File: config.mk
export PLATFORM = sky130hd
export DESIGN_NAME = display_bcd_secuencial_flat
export DESIGN_NICKNAME = d
export VERILOG_FILES = /design/src/rtl/display_pkg.sv /design/src/rtl/display_bcd_secuencial_if.sv /design/src/rtl/bcd_a_7seg.sv /design/src/rtl/display_bcd_secuencial.sv /design/src/flat_wrapper.sv
export SDC_FILE = /design/constraint.sdc
export NUM_CORES = 1
export LEC_CHECK = 0
export CAP_MARGIN = 20
export CELL_PAD_IN_SITES_DETAIL_PLACEMENT = 1
export CELL_PAD_IN_SITES_GLOBAL_PLACEMENT = 1
export CORE_MARGIN = 1
export CORE_UTILIZATION = 30
export CTS_CLUSTER_SIZE = 10
export DETAILED_ROUTE_END_ITERATION = 10
export PLACE_DENSITY = 0.67
export SYNTH_ARGS = -nofsm -noshare
export SYNTH_HDL_FRONTEND = slang
export SYNTH_SLANG_ARGS = --single-unit
export TNS_END_PERCENT = 10
File: constraint.sdc
create_clock -name clock -period 2.33 [get_ports clock]
set_input_delay 0.3495 -clock clock [delete_from_list [all_inputs] [get_ports clock]]
set_output_delay 0.3495 -clock clock [all_outputs]
set_load 0.005 [all_outputs]
File: src/rtl/display_pkg.sv
// Shared types and segment constants for the BCD display stage.
package display_pkg;

  typedef enum logic [1:0] {
    IDLE,
    SHIFT,
    LATCH
  } estado_t;

  localparam int MAX_N = 6;

  localparam logic [6:0] SEG_BLANK = 7'h7F;

  // Active-low, bit6 = g down to bit0 = a
  localparam logic [6:0] SEG_DIG [0:9] = '{
    7'b1000000, 7'b1111001, 7'b0100100,
    7'b0110000, 7'b0011001, 7'b0010010,
    7'b0000010, 7'b1111000, 7'b0000000,
    7'b0010000
  };

endpackage

File: src/rtl/display_bcd_secuencial_if.sv
// Count-in / segments-out bundle between the counter and the display stage.
interface display_bcd_secuencial_if #(
  parameter int N = 6
);

  logic [N-1:0] registroContador;
  logic [6:0]   sSegment1;
  logic [6:0]   sSegment2;
  logic         busy;
  logic         done;

  modport master (
    output registroContador,
    input  sSegment1,
    input  sSegment2,
    input  busy,
    input  done
  );

  modport slave (
    input  registroContador,
    output sSegment1,
    output sSegment2,
    output busy,
    output done
  );

endinterface

File: src/rtl/bcd_a_7seg.sv
// Combinational BCD nibble to active-low seven-segment decoder.
module bcd_a_7seg
  import display_pkg::*;
(
  input  logic [3:0] nib,
  output logic [6:0] seg
);

  always_comb begin
    seg = SEG_BLANK;
    unique case (nib)
      4'd0: seg = SEG_DIG[0];
      4'd1: seg = SEG_DIG[1];
      4'd2: seg = SEG_DIG[2];
      4'd3: seg = SEG_DIG[3];
      4'd4: seg = SEG_DIG[4];
      4'd5: seg = SEG_DIG[5];
      4'd6: seg = SEG_DIG[6];
      4'd7: seg = SEG_DIG[7];
      4'd8: seg = SEG_DIG[8];
      4'd9: seg = SEG_DIG[9];
      default: seg = SEG_BLANK;
    endcase
  end

endmodule

File: src/rtl/display_bcd_secuencial.sv
// Binary count to two seven-segment digits via a sequential
// shift-add-3 engine; segments only change on a finished conversion.
module display_bcd_secuencial
  import display_pkg::*;
#(
  parameter int N             = 6,
  parameter bit BLANK_LEADING = 1'b1
) (
  input  logic                     clock,
  input  logic                     reset,
  display_bcd_secuencial_if.slave  bus
);

  localparam int IW = $clog2(N + 1);
  localparam logic [IW-1:0] ITER_LAST = IW'(N - 1);
  localparam logic [6:0] SEG2_RST =
    BLANK_LEADING ? SEG_BLANK : SEG_DIG[0];

  if (N > MAX_N || N < 1) begin : g_bad_n
    $error("display_bcd_secuencial: N out of range");
  end

  estado_t       state_q, state_d;
  logic [N-1:0]  shadow_q, shadow_d;
  logic [N-1:0]  ultimo_q, ultimo_d;
  logic [7:0]    bcd_q, bcd_d;
  logic [IW-1:0] iter_q, iter_d;
  logic          pend_q, pend_d;
  logic [6:0]    seg1_q, seg1_d;
  logic [6:0]    seg2_q, seg2_d;
  logic          done_q, done_d;

  logic [7:0]    bcd_adj;
  logic [6:0]    dec_u;
  logic [6:0]    dec_t;

  bcd_a_7seg u_dec_u (
    .nib (bcd_q[3:0]),
    .seg (dec_u)
  );

  bcd_a_7seg u_dec_t (
    .nib (bcd_q[7:4]),
    .seg (dec_t)
  );

  always_comb begin
    bcd_adj[3:0] = (bcd_q[3:0] >= 4'd5) ?
      bcd_q[3:0] + 4'd3 : bcd_q[3:0];
    bcd_adj[7:4] = (bcd_q[7:4] >= 4'd5) ?
      bcd_q[7:4] + 4'd3 : bcd_q[7:4];
  end

  always_comb begin
    state_d  = state_q;
    shadow_d = shadow_q;
    ultimo_d = ultimo_q;
    bcd_d    = bcd_q;
    iter_d   = iter_q;
    pend_d   = pend_q;
    seg1_d   = seg1_q;
    seg2_d   = seg2_q;
    done_d   = 1'b0;
    unique case (state_q)
      IDLE: begin
        if (pend_q ||
            bus.registroContador != ultimo_q) begin
          shadow_d = bus.registroContador;
          ultimo_d = bus.registroContador;
          bcd_d    = '0;
          iter_d   = '0;
          pend_d   = 1'b0;
          state_d  = SHIFT;
        end
      end
      SHIFT: begin
        {bcd_d, shadow_d} = {bcd_adj, shadow_q} << 1;
        iter_d = iter_q + 1'b1;
        if (iter_q == ITER_LAST) state_d = LATCH;
      end
      LATCH: begin
        seg1_d  = dec_u;
        seg2_d  = (BLANK_LEADING && bcd_q[7:4] == 4'd0) ?
          SEG_BLANK : dec_t;
        done_d  = 1'b1;
        state_d = IDLE;
      end
      default: state_d = IDLE;
    endcase
  end

  always_ff @(posedge clock) begin
    if (reset) begin
      state_q  <= IDLE;
      shadow_q <= '0;
      ultimo_q <= '0;
      bcd_q    <= '0;
      iter_q   <= '0;
      pend_q   <= 1'b1;
      seg1_q   <= SEG_DIG[0];
      seg2_q   <= SEG2_RST;
      done_q   <= 1'b0;
    end else begin
      state_q  <= state_d;
      shadow_q <= shadow_d;
      ultimo_q <= ultimo_d;
      bcd_q    <= bcd_d;
      iter_q   <= iter_d;
      pend_q   <= pend_d;
      seg1_q   <= seg1_d;
      seg2_q   <= seg2_d;
      done_q   <= done_d;
    end
  end

  assign bus.sSegment1 = seg1_q;
  assign bus.sSegment2 = seg2_q;
  assign bus.busy      = (state_q != IDLE);
  assign bus.done      = done_q;

endmodule

File: src/flat_wrapper.sv
// flat-port wrapper written by rule: the top's interface ports become plain ports
module display_bcd_secuencial_flat import display_pkg::*;
#(
  parameter int N             = 6,
  parameter bit BLANK_LEADING = 1'b1
)
  (clock, reset, bus_registroContador, bus_sSegment1, bus_sSegment2, bus_busy, bus_done);
  display_bcd_secuencial_if #(.N(N)) bus_i ();
  input  logic clock;
  input  logic reset;
  input wire logic [$bits(bus_i.registroContador)-1:0] bus_registroContador;
  output wire logic [$bits(bus_i.sSegment1)-1:0] bus_sSegment1;
  output wire logic [$bits(bus_i.sSegment2)-1:0] bus_sSegment2;
  output wire logic [$bits(bus_i.busy)-1:0] bus_busy;
  output wire logic [$bits(bus_i.done)-1:0] bus_done;
  assign bus_i.registroContador = bus_registroContador;
  assign bus_sSegment1 = bus_i.sSegment1;
  assign bus_sSegment2 = bus_i.sSegment2;
  assign bus_busy = bus_i.busy;
  assign bus_done = bus_i.done;
  display_bcd_secuencial #(.N(N), .BLANK_LEADING(BLANK_LEADING)) u_core (.clock(clock), .reset(reset), .bus(bus_i));
endmodule
==> results of run 1 <==
worst min path at each step:
stage	cells after the start	endpoint	startpoint	slack [ns]
2_1_floorplan	2	u_core.bus.sSegment2[0]	u_core.u_dec_t.seg[0]	0.42
3_3_place_gp	2	u_core.bus.sSegment2[6]	u_core.u_dec_t.seg[6]	0.42
3_5_place_dp	2	u_core.bus.sSegment2[0]	u_core.u_dec_t.seg[0]	0.43
4_1_cts	2	u_core.bus.sSegment2[0]	u_core.u_dec_t.seg[0]	0.45
5_1_grt	2	u_core.bus.sSegment2[2]	u_core.u_dec_t.seg[2]	0.48
6_report	2	u_core.bus.sSegment2[0]	u_core.u_dec_t.seg[0]	0.45
repair_timing:
action / 4_1_cts / 5_1_grt
setup buffers: 0 / 2
resized for setup: 0 / 4
endpoints found under the setup margin: 0 / 4
hold endpoints to repair: 0 / 0
final cells by class:
| class | count | area, µm² |
|---|---|---|
| inverter | 14 | 52.6 |
| clock inverter | 2 | 60.1 |
| clock buffer | 5 | 68.8 |
| timing repair buffer | 52 | 453 |
| sequential | 48 | 961 |
| tap | 99 | 124 |
| multi-input combinational | 190 | 1200 |
| fill | 880 | 4340 |
power by group through the flow:
stage | Clock [W] | Combinational (W) | Sequential (W)
after global placement | 0 | 0.000126 | 0.000872
after global routing | 0.000763 | 0.000146 | 0.000856
final | 0.000698 | 0.000127 | 0.000854
after detailed placement | 0 | 0.000129 | 0.000873
after CTS | 0.000730 | 0.000129 | 0.000854
after floorplan | 0 | 0.0000709 | 0.000870
critical path, stage by stage (launching register included):
cell and delay (ns):
dfxtp_1 0.39, inv_1 0.08, ha_1 0.18, nand2b_1 0.16, a21o_1 0.22, xnor2_1 0.16, a32o_2 0.28, inv_2 0.10
ha_1 0.17, nor2_1 0.05, a311o_1 0.31
kinds of logic after synthesis:
family	synth area share [%]
xor+xnor	4.26
mux	1.33
buf+inv	5.09
fa+ha+maj	7.74
flops	42.5
simple gates	17.3
compound gates	21.8
metrics by stage:
stage          std cells  utilization [%]  total power, W  cell area [µm²]  setup slack (ns)
5_1_grt              410             40.2         0.00177             2920          -0.00850
2_1_floorplan        265                -        0.000941             2260             0.215
3_5_place_dp         401             38.0         0.00100             2760            -0.182
4_1_cts              408             39.8         0.00171             2890             0.127
3_3_place_gp         401             38.0        0.000999             2760            -0.131
6_report             410             40.2         0.00168             2920             0.131
cell usage after synthesis (2+ instances only):
| library cell | n | area, µm² |
|---|---|---|
| a211oi_1 | 2 | 15.0 |
| a21o_1 | 2 | 15.0 |
| a21oi_1 | 19 | 95.1 |
| a22oi_1 | 5 | 37.5 |
| a2bb2oi_1 | 4 | 35.0 |
| a311oi_1 | 6 | 52.6 |
| a31oi_1 | 2 | 12.5 |
| and3_1 | 5 | 31.3 |
| buf_2 | 2 | 10.0 |
| clkbuf_1 | 8 | 30.0 |
| dfxtp_1 | 48 | 961 |
| ha_1 | 14 | 175 |
| inv_1 | 9 | 33.8 |
| inv_2 | 5 | 18.8 |
| mux2i_1 | 3 | 30.0 |
| nand2_1 | 44 | 165 |
| nand2b_1 | 4 | 25.0 |
| nor2_1 | 30 | 113 |
| nor3_1 | 4 | 20.0 |
| o21ai_0 | 8 | 40.0 |
| o221ai_1 | 2 | 17.5 |
| o22ai_1 | 8 | 50.1 |
| xnor2_1 | 5 | 43.8 |
| xor2_1 | 6 | 52.6 |
flip-flops by register name (all words and copies together), names as in the netlist, 2 cells and up:
| signal | cells |
|---|---|
| u_core.bus.sSegment2 | 7 |
| u_core.bcd_q | 8 |
| u_core.u_dec_t.seg | 7 |
| u_core.iter_q | 3 |
| u_core.state_q | 2 |
| u_core.shadow_q | 6 |
| u_core.bus.sSegment1 | 7 |
| u_core.ultimo_q | 6 |
routing by layer:
metal / vias up / global-route usage, %
met5: - / 0
met1: 930 / 19.7
met2: 25 / 24.8
met4: 0 / 5.72
met3: 6 / 2.52
li1: 1009 / -
==> run metrics, run 1 <==
TritonCTS clock tree=built; register area share after synthesis=a little over two fifths; RSZ-0062 raised after global routing=true; startpoint types=flip-flop; most common cell after layout, fill and taps aside=dfxtp_1; Post-CTS Hold Buffers=0; internal power=0.00132 W; crit path kind=flip-flop to flip-flop; Post-synth EDFFs=0; gr ovfl total=0; reg2reg path depth=10; area delta synth->final=29.0%; Buffers on Ports=23; Hold Fails Final Rpt=0; syn_nets=287; vias in the first global route=1896; DP HPWL=roughly 3.9 mm; GPL Wtd Cong=about 0.79; Gate power share=7.6%; DRT Wirelength=approximately 5.3 mm; commonest cells after routing, fill and taps aside=48 x dfxtp_1, 44 x nand2_1, 30 x nor2_1; Distinct cells, synth=44; first-pass GRT wire length=9.12 mm; Met1 Routed Length=roughly 2.7 mm; max_slew headroom=just over 70%; routed vias=1970; Std-Cell Rows=31; die width=88.8 µm; CP Capture Type=flip-flop; router iterations before antenna repair=4; #FFs+latches synth=48; Clock Sinks=48; Final #Nets=roughly 330; DRC viols=0; DR iter-0 viols=between 60 and 70; layout cell share with drive strength beyond 1=between 10% and 20%; Lkg Pwr=1.22 nW; CTS root buf=clkbuf_8; Sequential Power Share=50.9%; Worst Setup SP=u_core.bcd_q[5]; Reg clk slew, reported paths=0.09 ns; skew final=0.00776 ns; Global Route Usage Sum=around 15%; DIE AREA=7890 µm²; Async SR Flop Fraction=0%; ANT nets after route=0; Worst VDD drop=0.000265 V; crit share post-route=94.4%; initial core utilization=a little under a third; largest net degree at the start of global routing=28; Crit Path Max Fanout=4; Core ar.=around 7300 µm²; max_cap viols=0; Fin Hold WS=0.448 ns; R2R Path Start=u_core.bcd_q[5]; predominant post-synthesis flop cell=dfxtp_1; DIE HEIGHT=just under 90 µm; Clock power frac=41.6%; Slew @ Worst Pin=0.415 ns; status=finished clean; top sig layer=met4; FMAX=0.455 GHz; synth warn=0; Fin Setup TNS=0 ns; CTS buffer count=5; ANT cells=0; FF-to-FF setup slack=approximately 0.13 ns; drt wl/cell=13.0 µm; vias per cell=4.80; Worst Setup EP=u_core.u_dec_t.seg[4]; top-level port count=24; Mapped Cells=265; P_sw=roughly 0.00036 W; met3 WL=around 140 µm; endpoints failing setup=0; Req. time, crit path=between 2 and 3 ns; Clock Path Buffers=2; Slew Limit Fails=0; min Tclk post-route=2.20 ns; Sw Ratio=21.4%; antenna violations before repair=0; H-tree depth=2; P per Cell Area=575 nW/µm²; Worst-Skew Late Latency=0.30 ns; critical path arrival=2.39 ns; Synth Area per Inst=8.54 µm²; Cell Area, Synth=about 2300 µm²; worst min-delay path category=flip-flop to flip-flop; DR WL met2=around 2.5 mm; RR Endpoint=u_core.u_dec_t.seg[4]
(Power assumes the default switching activity.)
==> run 2: changes to the inputs <==
CTS_BUF_LIST = sky130_fd_sc_hd__clkbuf_2   (was default)
TNS_END_PERCENT = 5   (was 10)
==> run 2 against run 1 <==
Compared with the run above:
- combinational power about the same
- clock-buffer cell count is the same
- sequential share of layout area up 0.74 points
- maximum frequency grew 0.71%
- largest cell class unchanged
==> run metrics, run 2 (synthesis results as in run 1) <==
worst min-delay path category=flip-flop to flip-flop (unchanged); status=finished clean (unchanged); Clock Sinks=48 (unchanged); filler instances=889 (was 880); max reg flops=8 (unchanged); Reg clk slew, reported paths=0.24 ns (was 0.09 ns); initial core utilization=31.2% (unchanged); met1 usage=19.6% (was 19.7%); min Tclk post-route=2.18 ns (was 2.20 ns); skew final=0.0186 ns (was 0.00776 ns); max_cap viols=0 (unchanged); Lkg Pwr=1.18 nW (was 1.22 nW); vias per cell=4.84 (was 4.80); fin util=39.4% (was 40.2%); DRT Wirelength=5.32 mm (was 5.33 mm); Fin Setup TNS=0 ns (unchanged); routed vias=1974 (was 1970); first-pass GRT wire length=9.20 mm (was 9.12 mm); antenna violations before repair=0 (unchanged); CP Capture Type=flip-flop (unchanged); Reg with most FFs=u_core.bcd_q (unchanged); ANT nets after route=0 (unchanged); CTS root buf=clkbuf_2 (was clkbuf_8); DP HPWL=3.88 mm (unchanged); TritonCTS clock tree=built (unchanged); drt wl/cell=13.0 µm (about the same); critical path arrival=2.50 ns (was 2.39 ns); global routing's busiest layer=met2 (unchanged); H-tree depth=2 (unchanged); Core ar.=7250 µm² (unchanged); Tot Pwr=0.00153 W (was 0.00168 W); area delta synth->final=26.3% (was 29.0%); Hold Fails Final Rpt=0 (unchanged); max_slew headroom=69.4% (was 72.3%); design area=2860 µm² (was 2920 µm²); Global Route Usage Sum=15.0% (was 15.1%); crit share post-route=93.7% (was 94.4%); vias in the first global route=1919 (was 1896); Std-Cell Rows=31 (unchanged); Buffers on Ports=23 (unchanged); layout cell share with drive strength beyond 1=15.2% (was 15.1%); Post-CTS Hold Buffers=0 (unchanged); RSZ-0062 raised after global routing=false (was true); most common cell after layout, fill and taps aside=dfxtp_1 (unchanged); endpoints failing setup=0 (unchanged); largest net degree at the start of global routing=28 (unchanged); Final #Nets=331 (was 333); Clock Path Buffers=2 (unchanged); Post-DP Area=2760 µm² (unchanged); DIE AREA=7890 µm² (unchanged); Slew @ Worst Pin=0.458 ns (was 0.415 ns); M3 GR Usage=2.52% (unchanged); Post CTS Setup Buffer Count=0 (unchanged); Worst VDD drop=0.000242 V (was 0.000265 V); final worst slack=0.146 ns (was 0.131 ns); startpoint types=flip-flop (unchanged); ANT cells=0 (unchanged); gr ovfl total=0 (unchanged); P per Cell Area=536 nW/µm² (was 575 nW/µm²); commonest cells after routing, fill and taps aside=47 x dfxtp_1, 44 x nand2_1, 30 x nor2_1 (was 48 x dfxtp_1, 44 x nand2_1, 30 x nor2_1); DIE HEIGHT=88.8 µm (unchanged); Crit Path Max Fanout=4 (unchanged); CTS buffer count=5 (unchanged); DR iter-0 viols=60 (was 64); FMAX=0.458 GHz (was 0.455 GHz); Post-CTS Resized=0 (unchanged); DRC viols=0 (unchanged); GPL Wtd Cong=0.791 (unchanged); die width=88.8 µm (unchanged); Worst-Skew Late Latency=0.41 ns (was 0.30 ns); crit path kind=flip-flop to flip-flop (unchanged); top-level port count=24 (unchanged); met2 Track Usage GR=25.5% (was 24.8%); router iterations before antenna repair=4 (unchanged); Req. time, crit path=2.64 ns (was 2.52 ns); FF-to-FF setup slack=0.15 ns (was 0.13 ns); Slew Limit Fails=0 (unchanged); pre-CTS setup slack=-0.182 ns (unchanged)
[run 2: critical path, cell delays in order, from the launching register on]
cell	delay, ns
dfxtp_1	0.40
inv_1	0.10
ha_1	0.23
nand2b_1	0.10
a21o_1	0.22
xnor2_1	0.16
a32o_2	0.27
inv_2	0.09
ha_1	0.17
nor2_1	0.05
a311o_1	0.31
[run 2: final cells by class]
type | instances | area (µm²) | share of cell area (%)
tap | 99 | 124 | 4.33
sequential | 48 | 962 | 33.7
timing repair buffer | 50 | 433 | 15.1
inverter | 14 | 52.6 | 1.84
multi-input combinational | 190 | 1200 | 42.0
clock inverter | 2 | 60.1 | 2.10
clock buffer | 5 | 25.0 | 0.876
[run 2: power by group]
part	leakage, nW	internal [W]	switching, W
clock network	0.0490	0.000283	0.000263
registers	0.391	0.000843	0.0000146
logic	0.738	0.0000579	0.0000690
[run 2: worst paths after layout]
check	from	to	depth (start not counted)
min reg2reg	u_core.bus.sSegment1[5]	u_core.bus.sSegment1[5]	2
max reg2reg	u_core.bcd_q[4]	u_core.u_dec_t.seg[4]	10
min	u_core.bus.sSegment1[5]	u_core.bus.sSegment1[5]	2
max	u_core.bcd_q[4]	u_core.u_dec_t.seg[4]	10
[run 2: metal layers]
metal  wire length [µm]  part of all wire, %
met5                  0                    0
met4                 50                 0.94
met3                110                  2.1
met2               2510                   47
met1               2650                   50
[run 2: stage by stage]
stage,std cells,hold slack (ns)
finish,408,0.475
global route,408,0.501
CTS,408,0.476
detailed placement,401,0.429
global placement,401,0.420
floorplan,265,0.418
